--- config.mk ---
export PLATFORM = sky130hd
export DESIGN_NAME = temporizador_regressivo_flat
export DESIGN_NICKNAME = d
export VERILOG_FILES = /design/src/rtl/temporizador_regressivo_if.sv /design/src/rtl/temporizador_regressivo.sv /design/src/flat_wrapper.sv
export SDC_FILE = /design/constraint.sdc
export NUM_CORES = 1
export LEC_CHECK = 0
export ABC_AREA = 1
export BUFFER_PORTS_ARGS = -buffer_cell sky130_fd_sc_hd__buf_2
export CAP_MARGIN = 25
export CORE_UTILIZATION = 62
export CTS_BUF_LIST = sky130_fd_sc_hd__clkbuf_8
export CTS_CLUSTER_DIAMETER = 30
export DETAILED_ROUTE_END_ITERATION = 16
export PLACE_DENSITY = 0.89
export SYNTH_ARGS = -nofsm -noshare
export SYNTH_HDL_FRONTEND = slang
export SYNTH_SLANG_ARGS = --single-unit
export TNS_END_PERCENT = 50
--- constraint.sdc ---
create_clock -name clock -period 3.02 [get_ports clock]
set_input_delay 0.302 -clock clock [delete_from_list [all_inputs] [get_ports clock]]
set_output_delay 0.302 -clock clock [all_outputs]
set_load 0.05 [all_outputs]
--- src/rtl/temporizador_regressivo_if.sv ---
// Control/status bundle for the countdown timer (temporizador_regressivo).
// The master drives the commands (zera_s, carrega, valor, conta) and observes
// the count and flags; the slave is the timer itself.
interface temporizador_regressivo_if #(
  parameter int N = 13
);
  logic         zera_s;
  logic         carrega;
  logic [N-1:0] valor;
  logic         conta;
  logic [N-1:0] Q;
  logic         fim;
  logic         zero;
  logic         meio;
  logic [1:0]   db_estado;

  modport master (
    output zera_s, carrega, valor, conta,
    input  Q, fim, zero, meio, db_estado
  );

  modport slave (
    input  zera_s, carrega, valor, conta,
    output Q, fim, zero, meio, db_estado
  );
endinterface

--- src/rtl/temporizador_regressivo.sv ---
// Loadable countdown timer: loads a duration (saturated to M-1), decrements while
// conta is high, flags the halfway point and pulses fim for one cycle at zero.
// Optional macro AUTO_RECARGA_EN turns it into a periodic timer (reload on expiry).
module temporizador_regressivo #(
  parameter int M = 5000,
  parameter int N = 13   // 2^N must be >= M
) (
  input logic                      clock,
  input logic                      zera_as,
  temporizador_regressivo_if.slave bus
);

  localparam logic [1:0] OCIOSO    = 2'b00;
  localparam logic [1:0] CONTANDO  = 2'b01;
  localparam logic [1:0] PAUSADO   = 2'b10;
  localparam logic [1:0] TERMINADO = 2'b11;

  localparam logic [N-1:0] MAX_V = N'(M - 1);
  localparam logic [N-1:0] ONE   = N'(1);

  logic [N-1:0] q, q_n;
  logic [N-1:0] carregado, carregado_n;
  logic [1:0]   estado, estado_n;
  logic         fim_r, fim_n;
  logic [N-1:0] v_sat;

  // Loaded value clipped to the longest supported duration.
  assign v_sat = (bus.valor > MAX_V) ? MAX_V : bus.valor;

  // Next-state logic: zera_s beats carrega, which beats conta.
  always_comb begin
    q_n         = q;
    carregado_n = carregado;
    estado_n    = estado;
    fim_n       = 1'b0;
    if (bus.zera_s) begin
      q_n         = '0;
      carregado_n = '0;
      estado_n    = OCIOSO;
    end else if (bus.carrega) begin
      // A load always restarts; a zero duration finishes silently (no fim).
      q_n         = v_sat;
      carregado_n = v_sat;
      estado_n    = (v_sat == '0) ? TERMINADO : PAUSADO;
    end else begin
      case (estado)
        CONTANDO, PAUSADO: begin
          if (bus.conta) begin
            // q <= 1 (rather than == 1) keeps the counter from ever wrapping.
            if (q <= ONE) begin
`ifdef AUTO_RECARGA_EN
              q_n      = carregado;
              estado_n = CONTANDO;
`else
              q_n      = '0;
              estado_n = TERMINADO;
`endif
              fim_n    = 1'b1;
            end else begin
              q_n      = q - ONE;
              estado_n = CONTANDO;
            end
          end else begin
            estado_n = PAUSADO;
          end
        end
        default: begin
          // OCIOSO and TERMINADO hold their value and ignore conta.
        end
      endcase
    end
  end

  // State registers with asynchronous clear.
  always_ff @(posedge clock or posedge zera_as) begin
    if (zera_as) begin
      q         <= '0;
      carregado <= '0;
      estado    <= OCIOSO;
      fim_r     <= 1'b0;
    end else begin
      q         <= q_n;
      carregado <= carregado_n;
      estado    <= estado_n;
      fim_r     <= fim_n;
    end
  end

  assign bus.Q         = q;
  assign bus.fim       = fim_r;
  assign bus.zero      = (q == '0);
  assign bus.meio      = ((estado == CONTANDO) || (estado == PAUSADO)) &&
                         (q == (carregado >> 1));
  assign bus.db_estado = estado;

endmodule

--- src/flat_wrapper.sv ---
// flat-port wrapper written by rule: the top's interface ports become plain ports
module temporizador_regressivo_flat 
#(
  parameter int M = 5000,
  parameter int N = 13                      
)
  (clock, zera_as, bus_zera_s, bus_carrega, bus_valor, bus_conta, bus_Q, bus_fim, bus_zero, bus_meio, bus_db_estado);
  temporizador_regressivo_if #(.N(N)) bus_i ();
  input logic clock;
  input logic zera_as;
  input wire logic [$bits(bus_i.zera_s)-1:0] bus_zera_s;
  input wire logic [$bits(bus_i.carrega)-1:0] bus_carrega;
  input wire logic [$bits(bus_i.valor)-1:0] bus_valor;
  input wire logic [$bits(bus_i.conta)-1:0] bus_conta;
  output wire logic [$bits(bus_i.Q)-1:0] bus_Q;
  output wire logic [$bits(bus_i.fim)-1:0] bus_fim;
  output wire logic [$bits(bus_i.zero)-1:0] bus_zero;
  output wire logic [$bits(bus_i.meio)-1:0] bus_meio;
  output wire logic [$bits(bus_i.db_estado)-1:0] bus_db_estado;
  assign bus_i.zera_s = bus_zera_s;
  assign bus_i.carrega = bus_carrega;
  assign bus_i.valor = bus_valor;
  assign bus_i.conta = bus_conta;
  assign bus_Q = bus_i.Q;
  assign bus_fim = bus_i.fim;
  assign bus_zero = bus_i.zero;
  assign bus_meio = bus_i.meio;
  assign bus_db_estado = bus_i.db_estado;
  temporizador_regressivo #(.M(M), .N(N)) u_core (.clock(clock), .zera_as(zera_as), .bus(bus_i));
endmodule
# --- Yosys cells after proc, flatten, opt, wreduce, memory -nomap -nowiden ---
# Cells that the tools add are included.
classes:
  add_sub_neg: 1
  magnitude_cmp: 2
  eq_ne: 3
  n_mux: 19
  n_reduce_logical: 9
op_table:
  columns: ["operator", "n"]
  rows:
  - ["13-bit two-way mux", 8]
  - ["13-bit zero test", 2]
  - ["13-bit by 12-bit == test with 1-bit output", 1]
  - ["13-bit greater-than comparator (second input constant)", 1]
  - ["13-bit by 1-bit less-or-equal comparator with 1-bit output (second input constant)", 1]
  - ["13-bit by 1-bit subtractor with 13-bit output (second input constant)", 1]
  - ["2-bit two-way mux", 5]
  - ["1-bit two-way mux", 6]
  - ["3-bit nonzero test", 2]
  - ["2-bit by 1-bit == test with 1-bit output (second input constant)", 1]
  - ["2-bit == test (second input constant)", 1]
  - ["2-bit AND reduction", 1]
  - ["2-bit nonzero test", 1]
  - ["2-bit OR reduction", 1]
  - ["1-bit logical AND", 1]
  - ["1-bit logical OR", 1]
totals:
  register_bits: 29
  input_bits: 18
  out_inout_bits: 18
  word_cells: 38

# --- Logic depth before layout (Yosys ltp) ---
logic_depth:
  ltp_word: 6
  mapped_depth: 11
  depth_no_buf: 11

# --- Least setup slack after synthesis ---
# No wires, ideal clock.
synth_path:
  path_type: "register to output"
  start: "register u_core.q[6] (netlist: u_core.bus.Q[6])"
  end: "output bus_meio"
  t_arrival_ns: 1.928
  required_ns: 2.718
  setup_slack_ns: 0.790
  stages_incl_launch_ff: 7
  n_path_buf: 0
  path_cell_list: "dfrtp_1 > inv_1 > nand2_1 > o21ai_0 > nor4_1 > nand2_1 > nor2_1"
synth_between:
  elab_chain_cells: 2
synth_lines:
  columns: ["item", "line", "source"]
  rows:
  - ["start: declaration", "temporizador_regressivo.sv:21", "logic [N-1:0] q, q_n;"]
  - ["start signal: assignment", "temporizador_regressivo.sv:82", "q <= q_n;"]
  - ["13-bit by 12-bit == test with 1-bit output", "temporizador_regressivo.sv:93", "(q == (carregado >> 1));"]
  - ["1-bit logical AND", "temporizador_regressivo.sv:92", "assign bus.meio = ((estado == CONTANDO) || (estado == PAUSADO)) &&"]
  - ["end: declaration", "flat_wrapper.sv:18", "output wire logic [$bits(bus_i.meio)-1:0] bus_meio;"]
# Every way passes these cells.

# --- Final worst setup path ---
layout_path:
  start: "register u_core.q[0] (netlist: u_core.bus.Q[0])"
  end: "output bus_zero"
layout_between:
  elab_chain_cells: 1
layout_lines:
  columns: ["item", "line", "source"]
  rows:
  - ["13-bit zero test", "temporizador_regressivo.sv:91", "assign bus.zero = (q == '0);"]
  - ["end: declaration", "flat_wrapper.sv:17", "output wire logic [$bits(bus_i.zero)-1:0] bus_zero;"]
# Every way passes these cells.

==> results_dict.tcl <==
set metrics [dict create \
    cts_made_buffers 3 \
    yosys_warnings 0 \
    syn_to_final_growth_pct 12.8 \
    netlist_area_um2 2000 \
    drt_iter0_markers 143 \
    via_per_inst 5.51 \
    ant_nets 0 \
    dp_hpwl_mm 3.93 \
    place_ws_ns 1.23 \
    slew_violations 0 \
    n_antenna_cell 0 \
    seq_area_frac_synth_pct 35.0 \
    final_util_pct 73.9 \
    ys.flop_type "dfrtp_1" \
    antenna_found_initial 0 \
    worst_ep_required_time_ns 2.72 \
    grt.overflow.total 0 \
    finalHoldViolations 0 \
    cp-end-kind "primary output" \
    hold_class "primary input to asynchronous set/reset pin" \
    dieArea_um2 3460 \
    clk_path_buf_depth 2 \
    synth-adder-area-share_pct 1.25 \
    nFillCells 270 \
    ys_seq_elements 28 \
    reg2reg_depth 9 \
    rsz0062_at_grt "false" \
    ys_async_sr_fraction_pct 100 \
    p_leak_nw 1.23 \
    worst_pin_slew_ns 0.544 \
    max_freq_mhz 471 \
    synth-compound-area-share_pct 9.57 \
    synth_nets 317 \
    r2r_start "u_core.bus.Q[0]$_DFFE_PP0P_" \
    cts_post_setup_buffers_inserted 0 \
    worst_slack_ns 0.898 \
    root_buffer "clkbuf_8" \
    ir_worst_vdd_v 0.000329 \
    pwr-share-seq_pct 39.3 \
    switching_power_w 0.000506 \
    clk_pin_slew_ns 0.09 \
    grtUsageTotal_pct 32.5 \
    synth_xor_area_share_pct 3.06 \
    start_kind "flop" \
    power_density_nw_per_um2 522 \
    holdWs_ns 0.0131 \
    arrival_ns 1.82 \
    drive_gt1_share_pct 18.2 \
    syn_avg_cell_area_um2 6.74 \
    dpl.cell_count 370 \
    hold_buffers 0 \
    grt_max_degree 29 \
    pwr-share-clk_pct 19.8 \
    period_share_pct 70.2 \
    synthSimpleGateAreaFrac_pct 42.0 \
    clock_latency_ns 0.28 \
    drc 0 \
    dr.pass1.iters 4 \
    rows 20 \
    die-height_um 58.8 \
    cts_tree "yes" \
    crit_type "flop to primary output" \
    cp-startpoint "u_core.bus.Q[0]$_DFFE_PP0P_" \
    status "completed" \
    cts_sinks 28 \
    coreArea_um2 3050 \
    grt_pass1_wl_mm 8.36 \
    critPathMaxFanout 6 \
    combPwrFrac_pct 41.0 \
    routabilityCongestion 0.977 \
    start_util_pct 65.5 \
    setup_tns_ns 0 \
    port_buffers 35 \
    syn_inst 297 \
    first_global_vias 1849 \
    internal_power_w 0.000671 \
    stdcell_count 374 \
    muxShareOfSynthArea_pct 0 \
    swShare_pct 43.0 \
    cts_max_level 1 \
    maxCapViolCount 0 \
    routed-via-count 2059 \
    final-setup-viol-count 0 \
    synth_cell_types 33 \
    relSlewSlack_pct 63.7 \
    synth_top_family_by_area "simple AND/OR/NAND/NOR gates" \
    cts_resized 0 \
    synth_edf_count 0 \
    num_io_pins 36 \
    drt-total-wl_mm 5.04 \
    fp.dieW_um 58.8 \
    wl_per_cell_um 13.5 \
    nets 351 \
    post-route-min-period_ns 2.12 \
    final.setup_skew_ns 0.00418 \
]
## sequential cells by signal (all words and copies together), names as in the netlist
name and cells:
u_core.bus.Q 13, u_core.bus.fim 1, u_core.carregado 12, u_core.bus.db_estado 2
## synth_stat cells, types with 5 or more instances
| master | number | share of area (%) |
|---|---|---|
| dfrtp_1 | 28 | 35 |
| nor2_1 | 38 | 7.1 |
| o21ai_0 | 16 | 4.0 |
| nand2_2 | 6 | 1.9 |
| nor2_2 | 5 | 1.6 |
| nand2_1 | 94 | 18 |
| a21oi_1 | 8 | 2.0 |
| nand3_1 | 24 | 6.0 |
| nand3b_1 | 8 | 3.0 |
| inv_1 | 30 | 5.6 |
| xor2_1 | 6 | 2.6 |
## cells by family (layout without fill, tap and decap cells)
kind of cell             Yosys count  after routing
AO/OA/AOI/OAI                     34             34
AND/OR/NAND/NOR                  186            186
XOR/XNOR                           7              7
buffers and inverters             40             73
adder cells (fa/ha/maj)            2              2
flip-flops                        28             28
## worst max-delay path, cell delays in order, from the launching register on
cell	delay, ns
dfrtp_1	0.46
inv_1	0.15
ha_1	0.28
nand2_2	0.11
nor2_1	0.11
nand2_1	0.08
nor2_2	0.09
buf_2	0.26
## power by group through the flow
stage / Sequential [W] / Clock (W) / Combinational, W
2_1_floorplan: 0.000541 / 0 / 0.000287
3_3_place_gp: 0.000466 / 0 / 0.000463
3_5_place_dp: 0.000469 / 0 / 0.000475
4_1_cts: 0.000461 / 0.000234 / 0.000479
5_1_grt: 0.000468 / 0.000254 / 0.000529
6_report: 0.000462 / 0.000233 / 0.000482
## final cells by class
cell class / count / area (um2) / area share (%)
inverter: 33 / 126 / 5.60
clock buffer: 4 / 55.1 / 2.44
tap: 44 / 55.1 / 2.44
timing repair buffer: 36 / 203 / 8.98
sequential: 28 / 701 / 31.0
multi-input combinational: 229 / 1120 / 49.5
## final timing paths
| kind | end | slack [ns] |
|---|---|---|
| setup / recovery | bus_zero | 0.90 |
| hold / removal | u_core.bus.Q[6]$_DFFE_PP0P_ | 0.01 |
| setup reg to reg | u_core.bus.Q[8]$_DFFE_PP0P_ | 1.43 |
| hold reg to reg | u_core.carregado[6]$_DFFE_PP0P_ | 0.55 |
| max in group asynchronous | u_core.bus.Q[1]$_DFFE_PP0P_ | 2.56 |
| min in group clock | u_core.carregado[12]$_DFFE_PP0P_ | 0.30 |
## per-stage QoR
stage	total power [W]	area (um2)
2_1_floorplan	0.000828	2000
3_3_place_gp	0.000929	2170
3_5_place_dp	0.000944	2200
4_1_cts	0.00117	2260
5_1_grt	0.00125	2260
6_report	0.00118	2260
## metal layers
| metal | vias up | GRT usage [%] | routed length [um] |
|---|---|---|---|
| met2 | 97 | 52.4 | 2370 |
| met4 | 0 | 12.9 | 133 |
| met5 | - | 0 | 0 |
| met1 | 940 | 44.5 | 2190 |
| met3 | 11 | 4.18 | 355 |
| li1 | 1011 | - | - |
## cells in the final DEF (no fill, tap or decap)
cell type | netlist | final
o21ai_0 | 16 | 16
buf_16 | 0 | 1
clkbuf_8 | 1 | 4
nand2_4 | 2 | 2
o21bai_1 | 1 | 1
nand3b_1 | 8 | 8
inv_1 | 30 | 30
o22ai_1 | 3 | 3
ha_1 | 2 | 2
nand3_1 | 24 | 24
nor3_2 | 1 | 1
a21oi_1 | 8 | 8
a221oi_1 | 1 | 1
dfrtp_1 | 28 | 28
a211oi_1 | 1 | 1
nor2_1 | 38 | 38
inv_4 | 1 | 1
inv_2 | 2 | 2
xor2_1 | 6 | 6
xnor2_1 | 1 | 1
nor4_1 | 3 | 3
buf_2 | 1 | 35
nor3_1 | 2 | 2
o21a_1 | 1 | 1
o21ai_1 | 1 | 1
o221ai_1 | 1 | 1
o31ai_1 | 1 | 1
nor2_2 | 5 | 5
nor2_4 | 3 | 3
nand2_1 | 94 | 94
nand2_2 | 6 | 6
(Power assumes the default switching activity.)
